$ cat src/rtl/inst_fetch_arb.sv
// inst_fetch_arb: shares a single-ported, combinational-read instruction ROM
// between the IF fetch port and a debug/loader read port. IF has priority;
// a saturating wait counter forces a debug grant after MAX_WAIT denials.
module inst_fetch_arb #(
    parameter int unsigned ADDR_W   = 32,
    parameter int unsigned DATA_W   = 32,
    parameter int unsigned MAX_WAIT = 4,
    parameter int unsigned CNT_W    = 3
) (
    input  logic              clk,
    input  logic              rst,

    input  logic              if_req,
    input  logic [ADDR_W-1:0] if_addr,
    output logic              if_gnt,
    output logic              if_rvalid,
    output logic [DATA_W-1:0] if_rdata,
    output logic              if_err,

    input  logic              dbg_req,
    input  logic [ADDR_W-1:0] dbg_addr,
    output logic              dbg_gnt,
    output logic              dbg_rvalid,
    output logic [DATA_W-1:0] dbg_rdata,
    output logic              dbg_err,

    output logic              stallreq,

    output logic              rom_ce,
    output logic [ADDR_W-1:0] rom_addr,
    input  logic [DATA_W-1:0] rom_inst
);

    localparam logic [CNT_W-1:0] MAX_CNT = CNT_W'(MAX_WAIT);

    typedef enum logic {
        ST_NORMAL = 1'b0,
        ST_FORCED = 1'b1
    } arb_state_e;

    arb_state_e        state_q;
    logic [CNT_W-1:0]  wait_cnt_q;
    logic [CNT_W-1:0]  wait_cnt_d;

    logic              force_dbg;
    logic              dbg_gnt_w;
    logic              if_gnt_w;
    logic [ADDR_W-1:0] sel_addr;
    logic              misaligned;

    logic              if_rvalid_q,  if_rvalid_d;
    logic [DATA_W-1:0] if_rdata_q,   if_rdata_d;
    logic              if_err_q,     if_err_d;
    logic              dbg_rvalid_q, dbg_rvalid_d;
    logic [DATA_W-1:0] dbg_rdata_q,  dbg_rdata_d;
    logic              dbg_err_q,    dbg_err_d;

    // Grant decision: IF first unless debug has waited MAX_WAIT cycles
    always_comb begin
        force_dbg = dbg_req & (state_q == ST_FORCED);
        dbg_gnt_w = dbg_req & (force_dbg | ~if_req);
        if_gnt_w  = if_req & ~dbg_gnt_w;
    end

    // ROM drive: address of the winner, chip enable only when word aligned
    always_comb begin
        sel_addr   = ADDR_W'(0);
        if (dbg_gnt_w) begin
            sel_addr = dbg_addr;
        end else if (if_gnt_w) begin
            sel_addr = if_addr;
        end
        misaligned = (sel_addr[1:0] != 2'b00);
        rom_ce     = (if_gnt_w | dbg_gnt_w) & ~misaligned;
        rom_addr   = sel_addr;
    end

    // Wait counter next value: clear on idle or grant, count denials, saturate
    always_comb begin
        wait_cnt_d = wait_cnt_q;
        if (!dbg_req || dbg_gnt_w) begin
            wait_cnt_d = CNT_W'(0);
        end else if (wait_cnt_q < MAX_CNT) begin
            wait_cnt_d = wait_cnt_q + CNT_W'(1);
        end
    end

    // Response next values: granted side captures, other side drops rvalid
    always_comb begin
        if_rvalid_d  = if_gnt_w;
        if_rdata_d   = if_rdata_q;
        if_err_d     = if_err_q;
        dbg_rvalid_d = dbg_gnt_w;
        dbg_rdata_d  = dbg_rdata_q;
        dbg_err_d    = dbg_err_q;
        if (if_gnt_w) begin
            if_err_d   = misaligned;
            if_rdata_d = misaligned ? DATA_W'(0) : rom_inst;
        end
        if (dbg_gnt_w) begin
            dbg_err_d   = misaligned;
            dbg_rdata_d = misaligned ? DATA_W'(0) : rom_inst;
        end
    end

    // Starvation FSM: NORMAL while counting, FORCED once the count hits MAX_WAIT
    always_ff @(posedge clk or negedge rst) begin
        if (!rst) begin
            state_q    <= ST_NORMAL;
            wait_cnt_q <= CNT_W'(0);
        end else begin
            wait_cnt_q <= wait_cnt_d;
            state_q    <= (wait_cnt_d == MAX_CNT) ? ST_FORCED : ST_NORMAL;
        end
    end

    // Registered responses, one cycle after grant
    always_ff @(posedge clk or negedge rst) begin
        if (!rst) begin
            if_rvalid_q  <= 1'b0;
            if_rdata_q   <= DATA_W'(0);
            if_err_q     <= 1'b0;
            dbg_rvalid_q <= 1'b0;
            dbg_rdata_q  <= DATA_W'(0);
            dbg_err_q    <= 1'b0;
        end else begin
            if_rvalid_q  <= if_rvalid_d;
            if_rdata_q   <= if_rdata_d;
            if_err_q     <= if_err_d;
            dbg_rvalid_q <= dbg_rvalid_d;
            dbg_rdata_q  <= dbg_rdata_d;
            dbg_err_q    <= dbg_err_d;
        end
    end

    assign if_gnt     = if_gnt_w;
    assign dbg_gnt    = dbg_gnt_w;
    assign stallreq   = if_req & ~if_gnt_w;
    assign if_rvalid  = if_rvalid_q;
    assign if_rdata   = if_rdata_q;
    assign if_err     = if_err_q;
    assign dbg_rvalid = dbg_rvalid_q;
    assign dbg_rdata  = dbg_rdata_q;
    assign dbg_err    = dbg_err_q;

endmodule
$ cat config.mk
export PLATFORM = sky130hd
export DESIGN_NAME = inst_fetch_arb
export DESIGN_NICKNAME = d
export VERILOG_FILES = /design/src/rtl/inst_fetch_arb.sv
export SDC_FILE = /design/constraint.sdc
export NUM_CORES = 1
export LEC_CHECK = 0
export ABC_AREA = 1
export ABC_CLOCK_PERIOD_IN_PS = 1500
export BUFFER_PORTS_ARGS = -buffer_cell sky130_fd_sc_hd__buf_2
export CELL_PAD_IN_SITES_DETAIL_PLACEMENT = 0
export CELL_PAD_IN_SITES_GLOBAL_PLACEMENT = 1
export CORE_ASPECT_RATIO = 0.8
export CORE_UTILIZATION = 31
export CTS_CLUSTER_SIZE = 12
export DETAILED_ROUTE_END_ITERATION = 10
export PLACE_DENSITY = 0.92
export REMOVE_ABC_BUFFERS = 1
export SLEW_MARGIN = 20
export SYNTH_ARGS = -nofsm -noshare
export SYNTH_HDL_FRONTEND = slang
export SYNTH_SLANG_ARGS = --single-unit
$ cat constraint.sdc
create_clock -name clk -period 1.5 [get_ports clk]
set_clock_uncertainty 0.1 [all_clocks]
set_input_delay 0.075 -clock clk [delete_from_list [all_inputs] [get_ports clk]]
set_output_delay 0.075 -clock clk [all_outputs]
set_load 0.05 [all_outputs]
==> summary.md, run 1 <==
| Metric | Value |
|---|---|
| Status | `complete, but fails checks` |
| Failing checks | `negative setup slack` |
| Leading post-synthesis cells by cell area | `sky130_fd_sc_hd__dfrtp_1, sky130_fd_sc_hd__nand2_1, sky130_fd_sc_hd__nand3_2` |
| Number of ports placed on the die boundary | `204` |
| Diode count | `0` |
| Unrepaired setup endpoints after global routing | `true` |
| Worst vdd ir | `between 0.0007 and 0.0008 V` |
| Number of rows created at floorplan | `33` |
| Global placer's final weighted congestion | `0.827` |
| Die X-Extent | `119 um` |
| Type of destination of the critical path | `output pin` |
| Critical path's largest stage delay | `slightly below 400 ps` |
| Vias per inst | `4.77` |
| Maximum fanout encountered on the critical timing path | `4` |
| Hold Crit Class | `in2reg` |
| WL per Instance | `15.4 um` |
| Least-Margin Pin Slew | `roughly 400 ps` |
| Most frequent cells after synthesis | `sky130_fd_sc_hd__nand2_1, sky130_fd_sc_hd__dfrtp_1, sky130_fd_sc_hd__nand3_1` |
| EDFF count, synth | `0` |
| Top FF cell, synth | `sky130_fd_sc_hd__dfrtp_1` |
| Ys Warns | `0` |
| Highest clock frequency the design can meet | `580 MHz` |
| Vertical die dimension | `95.6 um` |
| Die footprint | `11400 um^2` |
| Layout cell share with drive strength beyond 1 | `47.9%` |
| All-Layer GR Usage | `20.5%` |
| Number of antenna violations at the first check in global routing | `0` |
| Post-synthesis async set-or-reset flop share | `100%` |
| Part of the Yosys area used for sequential elements | `~53%` |
| Type of the worst setup path | `reg2out` |
| Number of buffers added by the clock tree synthesis step | `9` |
| Top-area cell type share of the netlist area | `53.1%` |
| Shortest period the worst path allows | `1730 ps` |
| Final Power | `6.89 mW` |
| Worst-Skew Late Latency | `roughly 320 ps` |
| Period Utilization, post-route | `115%` |
| Port-buffer cells | `slightly above 200` |
| Total standard cell area after synthesis | `around 3400 um^2` |
| Effective utilization at floorplan | `32.5%` |
| Number of placed instances, taps included | `680` |
| Wirelength, routed | `between 10000 and 15000 um` |
| Number of global-route vias before repair | `3584` |
| Dominant cell type by area after synthesis | `sky130_fd_sc_hd__dfrtp_1` |
| Post-synthesis average cell area | `about 9.7 um^2` |
| Yosys cell types | `24` |
| Number of max-slew violations in the final report | `0` |
| Largest net degree at the start of global routing | `73` |
| CTS tree | `yes` |
| Half-perimeter wire length after detailed placement | `approximately 7000 um` |
| Worst-path cell with the longest stage delay | `sky130_fd_sc_hd__dfrtp_1` |
| Clock buffer depth | `2` |
| Global-route wire length before repair | `17900 um` |
| Leakage Power | `3.20 nW` |
| Signed area change from the synthesized netlist to the final layout | `70.9%` |
| Worst hold margin | `around 160 ps` |
| Grt total ovfl | `0` |
| Maxcap violations | `0` |
| Fillers | `about 900` |
| Library cell used as clock root buffer | `sky130_fd_sc_hd__clkbuf_16` |
| Cells along the critical path | `nand2_4 > nand2_8 > buf_6 > nand3_4 > nand2_4 > nor2_4 > o21a_1 > buf_6` |
| Final Util | `55.5%` |
| Worst endpoint data arrival time | `roughly 1600 ps` |
| Final-report hold violation count | `0` |
| Data required time at the worst endpoint | `1320 ps` |
| Synth Register Bits | `72` |
| Power per Cell Area | `1190 nW/um^2` |
| Worst slew margin relative to its limit | `73.3%` |
| Via count | `3543` |
| Clock net sink count | `72` |
| # nets final | `699` |
| Detailed Route Iter0 Violations | `209` |
| H-Tree Depth | `3` |
| Number of search-and-repair iterations in the first detailed-routing pass | `4` |
| Post-CTS clock slew at the launch and capture registers of the worst setup and hold paths | `60 ps` |
| Number of instances in the synthesized netlist | `350` |
| Most instantiated library cell after synthesis | `sky130_fd_sc_hd__nand2_1` |
| Routed Antenna Nets | `0` |
| Number of cells in the finished layout apart from fillers | `between 700 and 800` |
| Setup slack of the critical path after layout | `-225 ps` |
| Remaining routing DRC violations | `0` |
| Critical path startpoint category | `flop` |
| Core Area | `10400 um^2` |
| Final setup violation count | `between 100 and 150` |
## per-stage QoR
step | worst slack [ps] | TNS, ps | instance area, um^2
after floorplan | -2500 | -202140 | 3200
after global placement | -21.4 | -31.7 | 4580
after detailed placement | -58.1 | -1520 | 4580
after CTS | -250 | -17260 | 5730
after global routing | -301 | -22980 | 5800
final | -225 | -15600 | 5800
## report_power, final
part | leakage (nW) | switching, mW | total, mW | internal (mW)
Clock | 0.162 | 0.780 | 2.40 | 1.62
Sequential | 0.947 | 0.108 | 2.24 | 2.13
Combinational | 2.09 | 1.52 | 2.25 | 0.731
Total | 3.20 | 2.41 | 6.89 | 4.48
## layer usage
layer | global-route usage, % | vias up | share of wire [%]
li1 | - | 1667 | -
met1 | 25.9 | 1707 | 43
met2 | 34.7 | 151 | 49
met3 | 5.26 | 18 | 6.4
met4 | 6.54 | 0 | 1.2
met5 | 0 | - | 0
## path summary, 6_finish.rpt
| path | slack [ps] | from | end | cells after the start |
|---|---|---|---|---|
| max | -230 | state_q | rom_ce | 8 |
| max reg2reg | -200 | state_q | dbg_rdata[21] | 10 |
| min reg2reg | 370 | dbg_rdata[26] | dbg_rdata[26] | 2 |
| max in group asynchronous | 770 | rst | dbg_rdata[5] | 3 |
| min in group asynchronous | 200 | rst | if_rdata[0] | 3 |
| min | 160 | dbg_req | wait_cnt_q[0] | 4 |
## kinds of logic (layout without fill, tap and decap cells)
logic type | count (synthesis) | count (layout) | share of synthesized area (%)
and+or+nand+nor | 209 | 209 | 31.5
DFF | 72 | 72 | 53.1
AOI/OAI and AO/OA | 34 | 34 | 8.48
buffers and inverters | 32 | 285 | 6.05
adders and majority gates | 1 | 1 | 0.369
xor gates and xnor gates | 1 | 1 | 0.258
muxes | 1 | 1 | 0.295
## sequential cells by signal (all words and copies together) (netlist names)
name,cells
dbg_rdata,32
if_rdata,32
wait_cnt_q,3
dbg_err,1
dbg_rvalid,1
if_err,1
if_rvalid,1
state_q,1
## area by class of cell
cell class / count / area, um^2 / area share (%)
sequential: 72 / 1800 / 31.1
clock inverter: 6 / 108 / 1.86
tap: 140 / 175 / 3.02
inverter: 4 / 25.0 / 0.432
timing repair buffer: 265 / 2030 / 35.0
clock buffer: 10 / 229 / 3.95
multi-input combinational: 246 / 1430 / 24.6
## placed cells by master (no fill, tap or decap), drive strengths merged
cell	count
ha	1
o21ai	2
clkinv	2
dlygate4sd3	33
a22o	30
nand3	67
nor3	1
o21a	1
o211ai	1
dfrtp	72
clkbuf	11
inv	4
xor2	1
bufbuf	2
nand2	137
bufinv	3
nor2	4
mux2i	1
clkinvlp	1
buf	229
## worst max-delay path, delay by kind of cell (launching register included)
family	cells	cell delay, ps
buf+inv	2	290
simple gates	5	400
compound gates	1	150
flops	1	390
## what timing repair did
item / CTS / global route
endpoints found under the hold margin: 136 / 0
gates resized for setup: 85 / 5
endpoints found under the setup margin: 97 / 101
hold buffers: 33 / 0
pin swaps: 6 / 5
buffers inserted: 5 / 2
cloned: 6 / 1
No activity file was read; power rests on OpenSTA's default activity.
==> inputs of run 2 (changes only) <==
--- a/config.mk
+++ b/config.mk
@@ -16,6 +16,7 @@
 export DETAILED_ROUTE_END_ITERATION = 10
 export PLACE_DENSITY = 0.92
 export REMOVE_ABC_BUFFERS = 1
+export SKIP_CTS_REPAIR_TIMING = 1
 export SLEW_MARGIN = 20
 export SYNTH_ARGS = -nofsm -noshare
 export SYNTH_HDL_FRONTEND = slang
==> run 2 against run 1 <==
The flow still finishes with violations (negative setup slack); die area stayed put; routed wire length is 2.1% higher; final area is 0.78% lower; critical path depth stayed put; sequential power hardly changed; core utilization is 0.43 points lower; sequential share of layout area is 0.24 points higher; combinational power hardly changed; flip-flop and latch count stayed put; fmax is 1.6% lower; clock power hardly changed; global-route usage is 3.5 points lower; critical endpoint unchanged; largest cell class unchanged.
==> summary.md, run 2 (synthesis gave the netlist of run 1 again) <==
| Metric | Value |
|---|---|
| Status | `complete, but fails checks (unchanged)` |
| Failing checks | `negative setup slack (unchanged)` |
| Worst r2r path cells | `10 (unchanged)` |
| Flop2flop setup slack | `-120 ps (was -200 ps)` |
| Die footprint | `11400 um^2 (unchanged)` |
| Data required time at the worst endpoint | `1320 ps (about the same)` |
| Number of ports placed on the die boundary | `204 (unchanged)` |
| Die X-Extent | `119 um (unchanged)` |
| Number of buffers added by the clock tree synthesis step | `9 (unchanged)` |
| Maximum fanout encountered on the critical timing path | `6 (was 4)` |
| M3 GR Usage | `5.92% (was 5.26%)` |
| Highest clock frequency the design can meet | `570 MHz (was 580 MHz)` |
| Worst endpoint data arrival time | `1580 ps (was 1550 ps)` |
| Number of buffers and inverters on the critical path | `2 (unchanged)` |
| Worst vdd ir | `0.000806 V (was 0.000791 V)` |
| Busiest grt layer | `met2 (unchanged)` |
| Worst-Skew Late Latency | `320 ps (about the same)` |
| Type of the worst setup path | `reg2out (unchanged)` |
| Post-CTS clock slew at the launch and capture registers of the worst setup and hold paths | `60 ps (about the same)` |
| Number of global-route vias before repair | `3032 (was 3584)` |
| Routed Antenna Nets | `0 (unchanged)` |
| Worst slew margin relative to its limit | `73.1% (was 73.3%)` |
| Launch point of the critical path | `state_q (unchanged)` |
| Reg-to-Reg End | `dbg_rdata[5] (was dbg_rdata[21])` |
| Number of placed instances, taps included | `680 (unchanged)` |
| Effective utilization at floorplan | `32.5% (unchanged)` |
| Detailed Route Iter0 Violations | `202 (was 209)` |
| Global-route wire length before repair | `15100 um (was 17900 um)` |
| Final-report hold violation count | `0 (unchanged)` |
| Least-Margin Pin Slew | `403 ps (was 401 ps)` |
| Vertical die dimension | `95.6 um (unchanged)` |
| Signed area change from the synthesized netlist to the final layout | `69.5% (was 70.9%)` |
| Wirelength, routed | `11700 um (was 11400 um)` |
| Half-perimeter wire length after detailed placement | `6980 um (unchanged)` |
| Worst-path cell with the longest stage delay | `sky130_fd_sc_hd__dfrtp_1 (unchanged)` |
| All-Layer GR Usage | `17.0% (was 20.5%)` |
| Vias per inst | `4.72 (was 4.77)` |
| Leakage Power | `3.18 nW (was 3.20 nW)` |
| Fillers | `916 (was 911)` |
| Clock buffer depth | `2 (unchanged)` |
| Commonest non-fill, non-tap cells in the layout | `sky130_fd_sc_hd__buf_2, sky130_fd_sc_hd__nand2_1, sky130_fd_sc_hd__dfrtp_1, sky130_fd_sc_hd__nand3_1, sky130_fd_sc_hd__buf_6 (was sky130_fd_sc_hd__buf_2, sky130_fd_sc_hd__nand2_1, sky130_fd_sc_hd__dfrtp_1, sky130_fd_sc_hd__nand3_1, sky130_fd_sc_hd__dlygate4sd3_1)` |
| Number of search-and-repair iterations in the first detailed-routing pass | `5 (was 4)` |
| Library cell used as clock root buffer | `sky130_fd_sc_hd__clkbuf_16 (unchanged)` |
| Type of destination of the critical path | `output pin (unchanged)` |
| Core Area | `10400 um^2 (unchanged)` |
| CP endpoint | `rom_ce (unchanged)` |
| Most common cell after layout, fill and taps aside | `sky130_fd_sc_hd__buf_2 (unchanged)` |
| Number of antenna violations at the first check in global routing | `0 (unchanged)` |
| Global placer's final weighted congestion | `0.827 (unchanged)` |
| Remaining routing DRC violations | `0 (unchanged)` |
| Hold Crit Class | `in2reg (unchanged)` |
| Number of cells in the finished layout apart from fillers | `744 (was 743)` |
| Critical path startpoint category | `flop (unchanged)` |
| Via count | `3514 (was 3543)` |
| Placed standard-cell area | `4580 um^2 (unchanged)` |
| Power per Cell Area | `1200 nW/um^2 (was 1190 nW/um^2)` |
| CTS tree | `yes (unchanged)` |
| Number of rows created at floorplan | `33 (unchanged)` |
| Setup slack of the critical path after layout | `-254 ps (was -225 ps)` |
| Reg2Reg Launch Point | `state_q (unchanged)` |
| Period Utilization, post-route | `117% (was 115%)` |
| Cells along the critical path | `nand2_4 > nand2_8 > buf_6 > nand3_4 > nand2_4 > nor2_4 > o21a_1 > buf_6 (unchanged)` |
| GRT met1 Usage | `22.1% (was 25.9%)` |
| Met2 routing resource usage after global routing | `26.9% (was 34.7%)` |
| Final std cell area, no fill | `5750 um^2 (was 5800 um^2)` |
| Critical path's largest stage delay | `390 ps (about the same)` |
| Clock net sink count | `72 (unchanged)` |
| H-Tree Depth | `3 (unchanged)` |
| Number of cells on the critical path | `8 (unchanged)` |
| # nets final | `699 (unchanged)` |
| Grt total ovfl | `0 (unchanged)` |
| Maxcap violations | `0 (unchanged)` |
| Number of max-slew violations in the final report | `0 (unchanged)` |
| Largest net degree at the start of global routing | `73 (unchanged)` |
| Layout cell share with drive strength beyond 1 | `47.8% (was 47.9%)` |
| WL per Instance | `15.7 um (was 15.4 um)` |
| Unrepaired setup endpoints after global routing | `true (unchanged)` |
| Port-buffer cells | `203 (unchanged)` |
| Final setup violation count | `101 (unchanged)` |
| Crit-path leading delay family | `simple AND/OR/NAND/NOR gates (unchanged)` |
| Shortest period the worst path allows | `1750 ps (was 1730 ps)` |
| Setup TNS | `-12360 ps (was -15600 ps)` |
==> run 2: worst min path at each step <==
stage | start | to | slack, ps | depth (start not counted)
after detailed placement | rst | dbg_rdata[0] | 20 | 2
after global placement | rst | dbg_rdata[13] | 10 | 2
after global routing | dbg_req | wait_cnt_q[0] | 130 | 4
after CTS | rst | dbg_rdata[0] | -330 | 2
final | dbg_req | wait_cnt_q[0] | 130 | 4
after floorplan | rst | dbg_err | -320 | 0
==> run 2: cell type report <==
type	count	area, um^2	share of cell area (%)
Clock buffer	10	229	3.98
Antenna cell	1	2.50	0.0435
Sequential cell	72	1800	31.3
Timing Repair Buffer	265	2000	34.8
Clock inverter	6	108	1.87
Multi-Input combinational cell	246	1410	24.6
Tap cell	140	175	3.04
Inverter	4	22.5	0.391
==> run 2: power by group <==
group | leakage, nW | internal [mW] | switching (mW) | total [mW]
clock | 0.162 | 1.62 | 0.788 | 2.41
combinational | 2.07 | 0.709 | 1.53 | 2.24
sequential | 0.947 | 2.13 | 0.109 | 2.24
==> run 2: stage by stage <==
| stage | util, % | power [mW] | hold WS [ps] | worst slack [ps] |
|---|---|---|---|---|
| global placement | 43.9 | 4.16 | 14.9 | -21.4 |
| global route | 55.0 | 7.16 | 125 | -323 |
| floorplan | - | 3.55 | -321 | -2500 |
| finish | 55.1 | 6.89 | 131 | -254 |
| CTS | 47.1 | 6.65 | -332 | -413 |
| detailed placement | 43.9 | 4.19 | 22.8 | -58.1 |
==> run 2: layer usage <==
metal	up-vias	part of all wire, %
met1	1704	46
li1	1662	-
met5	-	0
met4	0	0.87
met3	14	5.3
met2	134	48
==> run 2: tightest hold or removal path: stages <==
cell and delay (ps):
sky130_fd_sc_hd__buf_2 120, sky130_fd_sc_hd__buf_4 170, sky130_fd_sc_hd__nand2_1 90, sky130_fd_sc_hd__nor2_1 50
